**src/rtl/hazard_forward_ctrl_pkg.sv**
```systemverilog
// Shared codes for the pipeline hazard controller: forward selects and
// multi-cycle wait FSM state encodings.
package hazard_pkg;

  localparam logic [1:0] FWD_RF  = 2'b00;
  localparam logic [1:0] FWD_MEM = 2'b10;
  localparam logic [1:0] FWD_WB  = 2'b01;

  typedef enum logic [0:0] {
    STATE_RUN     = 1'b0,
    STATE_MC_WAIT = 1'b1
  } state_t;

  // EX/MEM result is younger than MEM/WB, so it takes priority.
  function automatic logic [1:0] fwd_code(input logic mem_hit, input logic wb_hit);
    if (mem_hit)     return FWD_MEM;
    else if (wb_hit) return FWD_WB;
    else             return FWD_RF;
  endfunction

endpackage

```
**src/rtl/hazard_forward_ctrl_if.sv**
```systemverilog
// Pipeline-side view of the hazard controller: stage register fields in,
// forward selects, enables and counters out.
interface hazard_forward_ctrl_if #(
  parameter int REG_AW = 5,
  parameter int NSRC   = 2,
  parameter int CNT_W  = 16
);

  logic [NSRC*REG_AW-1:0] id_src;
  logic                   id_is_branch;
  logic                   id_branch_taken;
  logic [NSRC*REG_AW-1:0] ex_src;
  logic [REG_AW-1:0]      ex_rd;
  logic                   ex_reg_write;
  logic                   ex_mem_read;
  logic [REG_AW-1:0]      mem_rd;
  logic                   mem_reg_write;
  logic                   mem_mem_read;
  logic [REG_AW-1:0]      wb_rd;
  logic                   wb_reg_write;
  logic                   ex_mc_start;
  logic                   ex_mc_done;

  logic [NSRC*2-1:0]      fwd_ex;
  logic [NSRC*2-1:0]      fwd_id;
  logic                   pc_write;
  logic                   if_id_write;
  logic                   id_ex_bubble;
  logic                   ex_hold;
  logic                   if_id_flush;
  logic [CNT_W-1:0]       stall_cnt;
  logic [CNT_W-1:0]       flush_cnt;

  modport master (
    output id_src, id_is_branch, id_branch_taken, ex_src,
    output ex_rd, ex_reg_write, ex_mem_read,
    output mem_rd, mem_reg_write, mem_mem_read,
    output wb_rd, wb_reg_write, ex_mc_start, ex_mc_done,
    input  fwd_ex, fwd_id, pc_write, if_id_write, id_ex_bubble,
    input  ex_hold, if_id_flush, stall_cnt, flush_cnt
  );

  modport slave (
    input  id_src, id_is_branch, id_branch_taken, ex_src,
    input  ex_rd, ex_reg_write, ex_mem_read,
    input  mem_rd, mem_reg_write, mem_mem_read,
    input  wb_rd, wb_reg_write, ex_mc_start, ex_mc_done,
    output fwd_ex, fwd_id, pc_write, if_id_write, id_ex_bubble,
    output ex_hold, if_id_flush, stall_cnt, flush_cnt
  );

endinterface

```
**src/rtl/hazard_forward_ctrl_fwd_sel.sv**
```systemverilog
// Forward select for a single source operand: compares against the EX/MEM
// and MEM/WB destinations; r0 is hardwired and never forwarded.
module fwd_sel
  import hazard_pkg::*;
#(
  parameter int REG_AW = 5
) (
  input  logic [REG_AW-1:0] src,
  input  logic [REG_AW-1:0] mem_rd,
  input  logic              mem_reg_write,
  input  logic [REG_AW-1:0] wb_rd,
  input  logic              wb_reg_write,
  output logic [1:0]        sel
);

  logic mem_hit;
  logic wb_hit;

  // Priority compare, EX/MEM over MEM/WB.
  always_comb begin
    mem_hit = mem_reg_write && (mem_rd != '0) && (mem_rd == src);
    wb_hit  = wb_reg_write  && (wb_rd  != '0) && (wb_rd  == src);
    sel     = fwd_code(mem_hit, wb_hit);
  end

endmodule

```
**src/rtl/hazard_forward_ctrl.sv**
```systemverilog
// Central hazard controller: operand forwarding for EX and ID, load-use and
// branch-in-ID stalls, multi-cycle EX wait, taken-branch flush and
// saturating stall/flush counters.
module hazard_forward_ctrl
  import hazard_pkg::*;
#(
  parameter int REG_AW = 5,
  parameter int NSRC   = 2,
  parameter int CNT_W  = 16
) (
  input logic                 clk,
  input logic                 reset,
  hazard_forward_ctrl_if.slave bus
);

  state_t            state;
  state_t            state_nx;
  logic              mc_stall;
  logic              ex_hit;
  logic              ex_ld_hit;
  logic              mem_ld_hit;
  logic              lu;
  logic              br;
  logic              stall_h;
  logic              any_stall;
  logic              flush;
  logic [CNT_W-1:0]  stall_cnt_q;
  logic [CNT_W-1:0]  flush_cnt_q;
  logic [NSRC*2-1:0] fwd_ex_w;
  logic [NSRC*2-1:0] fwd_id_w;

  for (genvar i = 0; i < NSRC; i++) begin : g_src
    fwd_sel #(.REG_AW(REG_AW)) u_fwd_ex (
      .src           (bus.ex_src[i*REG_AW +: REG_AW]),
      .mem_rd        (bus.mem_rd),
      .mem_reg_write (bus.mem_reg_write),
      .wb_rd         (bus.wb_rd),
      .wb_reg_write  (bus.wb_reg_write),
      .sel           (fwd_ex_w[i*2 +: 2])
    );
    fwd_sel #(.REG_AW(REG_AW)) u_fwd_id (
      .src           (bus.id_src[i*REG_AW +: REG_AW]),
      .mem_rd        (bus.mem_rd),
      .mem_reg_write (bus.mem_reg_write),
      .wb_rd         (bus.wb_rd),
      .wb_reg_write  (bus.wb_reg_write),
      .sel           (fwd_id_w[i*2 +: 2])
    );
  end

  // Match the ID sources against the EX and MEM destinations (r0 excluded).
  always_comb begin
    ex_hit     = 1'b0;
    ex_ld_hit  = 1'b0;
    mem_ld_hit = 1'b0;
    for (int unsigned i = 0; i < NSRC; i++) begin
      if ((bus.ex_rd != '0) && (bus.id_src[i*REG_AW +: REG_AW] == bus.ex_rd)) begin
        ex_hit = 1'b1;
      end
      if ((bus.mem_rd != '0) && (bus.id_src[i*REG_AW +: REG_AW] == bus.mem_rd)) begin
        mem_ld_hit = 1'b1;
      end
    end
    ex_ld_hit  = ex_hit & bus.ex_mem_read;
    mem_ld_hit = mem_ld_hit & bus.mem_mem_read;
  end

  // Hazard terms; the pipeline re-evaluates them every cycle while stalled.
  always_comb begin
    lu      = ex_ld_hit;
    br      = bus.id_is_branch & ((bus.ex_reg_write & ex_hit) | mem_ld_hit);
    stall_h = lu | br;
  end

  // Multi-cycle wait FSM: next state and the wait stall.
  always_comb begin
    state_nx = state;
    mc_stall = 1'b0;
    unique case (state)
      STATE_RUN: begin
        // start and done together means a single-cycle op: no wait.
        if (bus.ex_mc_start && !bus.ex_mc_done) state_nx = STATE_MC_WAIT;
      end
      STATE_MC_WAIT: begin
        // The done cycle itself releases the pipeline.
        mc_stall = !bus.ex_mc_done;
        if (bus.ex_mc_done) state_nx = STATE_RUN;
      end
      default: state_nx = STATE_RUN;
    endcase
  end

  // FSM state register.
  always_ff @(posedge clk) begin
    if (reset) state <= STATE_RUN;
    else       state <= state_nx;
  end

  // Pipeline enables, bubble, hold and flush.
  always_comb begin
    any_stall = stall_h | mc_stall;
    flush     = bus.id_is_branch & bus.id_branch_taken & ~any_stall;
  end

  // Saturating performance counters.
  always_ff @(posedge clk) begin
    if (reset) begin
      stall_cnt_q <= '0;
      flush_cnt_q <= '0;
    end else begin
      if (any_stall && (stall_cnt_q != '1)) stall_cnt_q <= stall_cnt_q + 1'b1;
      if (flush && (flush_cnt_q != '1))     flush_cnt_q <= flush_cnt_q + 1'b1;
    end
  end

  assign bus.fwd_ex       = fwd_ex_w;
  assign bus.fwd_id       = fwd_id_w;
  assign bus.pc_write     = ~any_stall;
  assign bus.if_id_write  = ~any_stall;
  assign bus.ex_hold      = mc_stall;
  assign bus.id_ex_bubble = stall_h & ~mc_stall;
  assign bus.if_id_flush  = flush;
  assign bus.stall_cnt    = stall_cnt_q;
  assign bus.flush_cnt    = flush_cnt_q;

endmodule
```
**src/flat_wrapper.sv**
```systemverilog
// flat-port wrapper written by rule: the top's interface ports become plain ports
module hazard_forward_ctrl_flat import hazard_pkg::*;
#(
  parameter int REG_AW = 5,
  parameter int NSRC   = 2,
  parameter int CNT_W  = 16
)
  (clk, reset, bus_id_src, bus_id_is_branch, bus_id_branch_taken, bus_ex_src, bus_ex_rd, bus_ex_reg_write, bus_ex_mem_read, bus_mem_rd, bus_mem_reg_write, bus_mem_mem_read, bus_wb_rd, bus_wb_reg_write, bus_ex_mc_start, bus_ex_mc_done, bus_fwd_ex, bus_fwd_id, bus_pc_write, bus_if_id_write, bus_id_ex_bubble, bus_ex_hold, bus_if_id_flush, bus_stall_cnt, bus_flush_cnt);
  hazard_forward_ctrl_if #(.REG_AW(REG_AW), .NSRC(NSRC), .CNT_W(CNT_W)) bus_i ();
  input logic clk;
  input logic reset;
  input wire logic [$bits(bus_i.id_src)-1:0] bus_id_src;
  input wire logic [$bits(bus_i.id_is_branch)-1:0] bus_id_is_branch;
  input wire logic [$bits(bus_i.id_branch_taken)-1:0] bus_id_branch_taken;
  input wire logic [$bits(bus_i.ex_src)-1:0] bus_ex_src;
  input wire logic [$bits(bus_i.ex_rd)-1:0] bus_ex_rd;
  input wire logic [$bits(bus_i.ex_reg_write)-1:0] bus_ex_reg_write;
  input wire logic [$bits(bus_i.ex_mem_read)-1:0] bus_ex_mem_read;
  input wire logic [$bits(bus_i.mem_rd)-1:0] bus_mem_rd;
  input wire logic [$bits(bus_i.mem_reg_write)-1:0] bus_mem_reg_write;
  input wire logic [$bits(bus_i.mem_mem_read)-1:0] bus_mem_mem_read;
  input wire logic [$bits(bus_i.wb_rd)-1:0] bus_wb_rd;
  input wire logic [$bits(bus_i.wb_reg_write)-1:0] bus_wb_reg_write;
  input wire logic [$bits(bus_i.ex_mc_start)-1:0] bus_ex_mc_start;
  input wire logic [$bits(bus_i.ex_mc_done)-1:0] bus_ex_mc_done;
  output wire logic [$bits(bus_i.fwd_ex)-1:0] bus_fwd_ex;
  output wire logic [$bits(bus_i.fwd_id)-1:0] bus_fwd_id;
  output wire logic [$bits(bus_i.pc_write)-1:0] bus_pc_write;
  output wire logic [$bits(bus_i.if_id_write)-1:0] bus_if_id_write;
  output wire logic [$bits(bus_i.id_ex_bubble)-1:0] bus_id_ex_bubble;
  output wire logic [$bits(bus_i.ex_hold)-1:0] bus_ex_hold;
  output wire logic [$bits(bus_i.if_id_flush)-1:0] bus_if_id_flush;
  output wire logic [$bits(bus_i.stall_cnt)-1:0] bus_stall_cnt;
  output wire logic [$bits(bus_i.flush_cnt)-1:0] bus_flush_cnt;
  assign bus_i.id_src = bus_id_src;
  assign bus_i.id_is_branch = bus_id_is_branch;
  assign bus_i.id_branch_taken = bus_id_branch_taken;
  assign bus_i.ex_src = bus_ex_src;
  assign bus_i.ex_rd = bus_ex_rd;
  assign bus_i.ex_reg_write = bus_ex_reg_write;
  assign bus_i.ex_mem_read = bus_ex_mem_read;
  assign bus_i.mem_rd = bus_mem_rd;
  assign bus_i.mem_reg_write = bus_mem_reg_write;
  assign bus_i.mem_mem_read = bus_mem_mem_read;
  assign bus_i.wb_rd = bus_wb_rd;
  assign bus_i.wb_reg_write = bus_wb_reg_write;
  assign bus_i.ex_mc_start = bus_ex_mc_start;
  assign bus_i.ex_mc_done = bus_ex_mc_done;
  assign bus_fwd_ex = bus_i.fwd_ex;
  assign bus_fwd_id = bus_i.fwd_id;
  assign bus_pc_write = bus_i.pc_write;
  assign bus_if_id_write = bus_i.if_id_write;
  assign bus_id_ex_bubble = bus_i.id_ex_bubble;
  assign bus_ex_hold = bus_i.ex_hold;
  assign bus_if_id_flush = bus_i.if_id_flush;
  assign bus_stall_cnt = bus_i.stall_cnt;
  assign bus_flush_cnt = bus_i.flush_cnt;
  hazard_forward_ctrl #(.REG_AW(REG_AW), .NSRC(NSRC), .CNT_W(CNT_W)) u_core (.clk(clk), .reset(reset), .bus(bus_i));
endmodule
```
**config.mk**
```make
export PLATFORM = sky130hd
export DESIGN_NAME = hazard_forward_ctrl_flat
export DESIGN_NICKNAME = d
export VERILOG_FILES = /design/src/rtl/hazard_forward_ctrl_pkg.sv /design/src/rtl/hazard_forward_ctrl_if.sv /design/src/rtl/hazard_forward_ctrl_fwd_sel.sv /design/src/rtl/hazard_forward_ctrl.sv /design/src/flat_wrapper.sv
export SDC_FILE = /design/constraint.sdc
export NUM_CORES = 1
export LEC_CHECK = 0
export CORE_MARGIN = 2
export CORE_UTILIZATION = 35
export DETAILED_ROUTE_END_ITERATION = 7
export GPL_ROUTABILITY_DRIVEN = 0
export PLACE_DENSITY_LB_ADDON = 0.05
export SETUP_SLACK_MARGIN = 0.05
export SLEW_MARGIN = 20
export SYNTH_ARGS = -nofsm -noshare
export SYNTH_HDL_FRONTEND = slang
export SYNTH_SLANG_ARGS = --single-unit
```
**constraint.sdc**
```tcl
create_clock -name clk -period 3.7 [get_ports clk]
set_clock_uncertainty 0.1 [all_clocks]
set_input_delay 0.74 -clock clk [delete_from_list [all_inputs] [get_ports clk]]
set_output_delay 0.74 -clock clk [all_outputs]
set_load 0.02 [all_outputs]
```
==> impl_metrics.csv <==
group,metric,value,unit
routing,postRouteAntennaNets,0,
grt,remaining_global_route_overflow,0,
routing,drt-vias-per-instance,5.271,
place,place.port_buffers,90,
yosys,netlist_area,2437,um^2
place,post-dp-hpwl,5.491,mm
sta,drv_slew,0,
sta,fin_crit,3.556,ns
yosys,yosys_reg_bits,33,
floorplan,floorplan.die.width,87.45,um
sta,hold_violations,0,
yosys,yosysSeqAreaShare,0.2710,
finish,share_of_the_core_filled_with_cells_in_the_final_layout,0.5283,
yosys,syn_avg_cell_area,7.787,um^2
critical_path,worst-path-max-fanout,4,
critical_path,start_kind,"input port",
clock_network,clk_root_buffer_cell,"clkbuf_8",
sta,max_freq,281.3,MHz
routing,drt-initial-drc-count,144,
clock_network,clock-sinks,33,
floorplan,floorplan.initialDensity,0.3607,
yosys,ys_async_sr_fraction,0,
critical_path,crit_path_max_delay_cell_type,"clkdlybuf4s50_1",
yosys,post_synth_net_total,361,
routing,routedWlPerCell,14.83,um
clock_network,postCtsSetupBuffers,0,
sta,timing.slew.headroom,0.4882,
clock_network,ctsLongestPathBuffers,2,
sta,fin_crit_sh,0.9609,
floorplan,row_count,30,
floorplan,die-height,87.45,um
pwr,worst_ir_drop_vdd,170.9,uV
critical_path,timing.critical_path.cells,"clkdlybuf4s50_1 > buf_4 > xnor2_1 > nand3_1 > nor4_2 > clkdlybuf4s50_1",
critical_path,cp_num_buf_inv,3,
finish,num_antenna_cells,0,
yosys,synth.distinct_cells,38,
critical_path,worst_path_largest_cell_delay,0.66,ns
critical_path,timing.critical_path.max_delay_family,"buffers and inverters",
sta,tightest_slew,0.7676,ns
yosys,yosys_warnings,0,
floorplan,core,6756,um^2
yosys,synth_flop_cell,"dfxtp_1",
finish,post-route-cell-area,3570,um^2
sta,totalNegativeSetupSlack,0,ns
grt,vias_in_the_first_global_route,2424,
yosys,post_synth_edffs,0,
outcome,run_status,"finished, final reports clean",
place,placedCellCount,476,
routing,drc_errors,0,
yosys,post-synth-top-count-cell,"xor2_1",
sta,setup_ws,0.1445,ns
pwr,leakage,1.297,nW
worst_hold_path,worstHoldPathType,"flop to flop",
clock_network,htree_levels,2,
floorplan,ioPinCount,91,
pwr,netSwitchingPower,247.1,uW
grt,grt_pass1_wl,11.54,mm
finish,nets,451,
place,post-place-ws,-0.03169,ns
yosys,netlist_instances,313,
clock_network,cts_inserted_buffers,5,
grt,grt_start_max_net_pins,32,
pwr,sequential_share_of_power,0.391,
critical_path,cp_common_cell,"clkdlybuf4s50_1",
floorplan,die_area,7648,um^2
pwr,power-per-cell-area,259.9,nW/um^2
clock_network,clock_latency_late_sink,0.29,ns
finish,fillerInstances,689,
critical_path,arrival,2.72,ns
critical_path,timing.setup.critical_path_class,"input port to output pin",
routing,drt_pre_antenna_iters,4,
yosys,netlist.area_leader.share,0.2710,
critical_path,crit_path_end_kind,"output pin",
yosys,post_synth_most_frequent_cells,"xor2_1 (34), dfxtp_1 (33), a21oi_1 (28), nand3_1 (18), nand2_1 (17)",
finish,multi_input_comb_area,1607,um^2
pwr,power_report.internal_total,680.7,uW
finish,sequential_cell_area,660.6,um^2
routing,routed-via-count,2551,
clock_network,clkSlewWorstSetupHoldPaths,0.08,ns
clock_network,cts_tree,"yes",
finish,layout-drive-gt1-share,0.1040,
pwr,power.clock.fraction,0.399,
grt,track_usage,0.1917,
finish,syn2layout_area_growth,46.46,%
job,max_cap_viol_count,0,
clock_network,number_of_buffers_added_to_fix_hold_violations_after_cts,0,
grt,grt_antenna_before_repair,0,
sta,finalHoldWorstSlack,0.3961,ns
sta,setup_repair_after_global_routing_missed_its_margin,"yes",
pwr,p_total,927.8,uW
yosys,yosysTopAreaCell,"dfxtp_1",
pwr,power.combinational.fraction,0.211,
pwr,switching_share,0.2663,
place,placedInstanceArea,3440,um^2
sta,setup-violations-final,0,
critical_path,critPathRequiredTime,2.86,ns
routing,drt_wl_total,7.177,mm
finish,fin_cells,484,
yosys,post_synth_main_area_contributors,"dfxtp_1 (27%), xor2_1 (12%), a21oi_1 (5.7%)",
path summary, 6_finish.rpt:
check / end / depth (start not counted) / from / slack, ns
hold reg to reg: u_core.state / 2 / u_core.state / 0.40
setup / recovery: bus_fwd_ex[3] / 6 / bus_mem_rd[0] / 0.14
setup reg to reg: u_core.bus.stall_cnt[15] / 8 / u_core.bus.stall_cnt[0] / 1.21
hold / removal: u_core.state / 2 / u_core.state / 0.40
state kept, by name, summed over array words and instances, names as in the netlist:
signal and cells:
u_core.bus.flush_cnt 16, u_core.bus.stall_cnt 16, u_core.state 1
layer usage:
layer	GRT usage	wire [um]
met3	0.04360	469
met2	0.3099	3304
met5	0	0
met1	0.2530	3292
met4	0.05874	110
timing repair:
action                     4_1_cts  5_1_grt
setup endpoints to repair        7        6
resized for setup                7        6
pin swaps                        1        0
power groups by stage:
stage                     clock network (mW)  registers (mW)  logic, mW
final                                  0.370           0.362      0.196
after detailed placement                   0           0.370      0.197
after global placement                     0           0.370      0.196
after global routing                   0.390           0.363      0.212
after CTS                              0.374           0.362      0.197
after floorplan                            0           0.373     0.0950
tightest hold or removal path, stage by stage, from the launching register on:
cell     delay, ns
dfxtp_1       0.32
nor2_1        0.10
nor3_1        0.04
layout by cell type (no fill, tap or decap), types with 13 or more instances in the layout:
cell | synthesis | routed
or4_1 | 15 | 15
a21oi_1 | 28 | 28
or3_1 | 13 | 13
xor2_1 | 34 | 34
nor2_1 | 15 | 14
clkdlybuf4s50_1 | 0 | 79
o21ai_0 | 14 | 14
nand3_1 | 18 | 18
dfxtp_1 | 33 | 33
xnor2_1 | 16 | 16
nand2_1 | 17 | 17
buf_4 | 6 | 20
kinds of logic (layout without fill, tap and decap cells):
family,count (synthesis),in the layout,synth area share
AO/OA/AOI/OAI,56,56,0.1283
flip-flops,33,33,0.2710
XOR/XNOR,50,50,0.1797
multiplexers,8,8,0.03645
adder cells (fa/ha/maj),2,2,0.01027
AND/OR/NAND/NOR,128,128,0.2993
buffers and inverters,36,127,0.07494
area by class of cell:
cell class | instances | share of cell area
Multi-Input combinational cell | 244 | 0.4501
Timing Repair Buffer | 110 | 0.2937
Sequential cell | 33 | 0.1851
Tap cell | 80 | 0.02804
Clock buffer | 6 | 0.02313
Clock inverter | 2 | 0.01052
Inverter | 9 | 0.009464
Note: power is estimated with default switching activity, not from simulation.
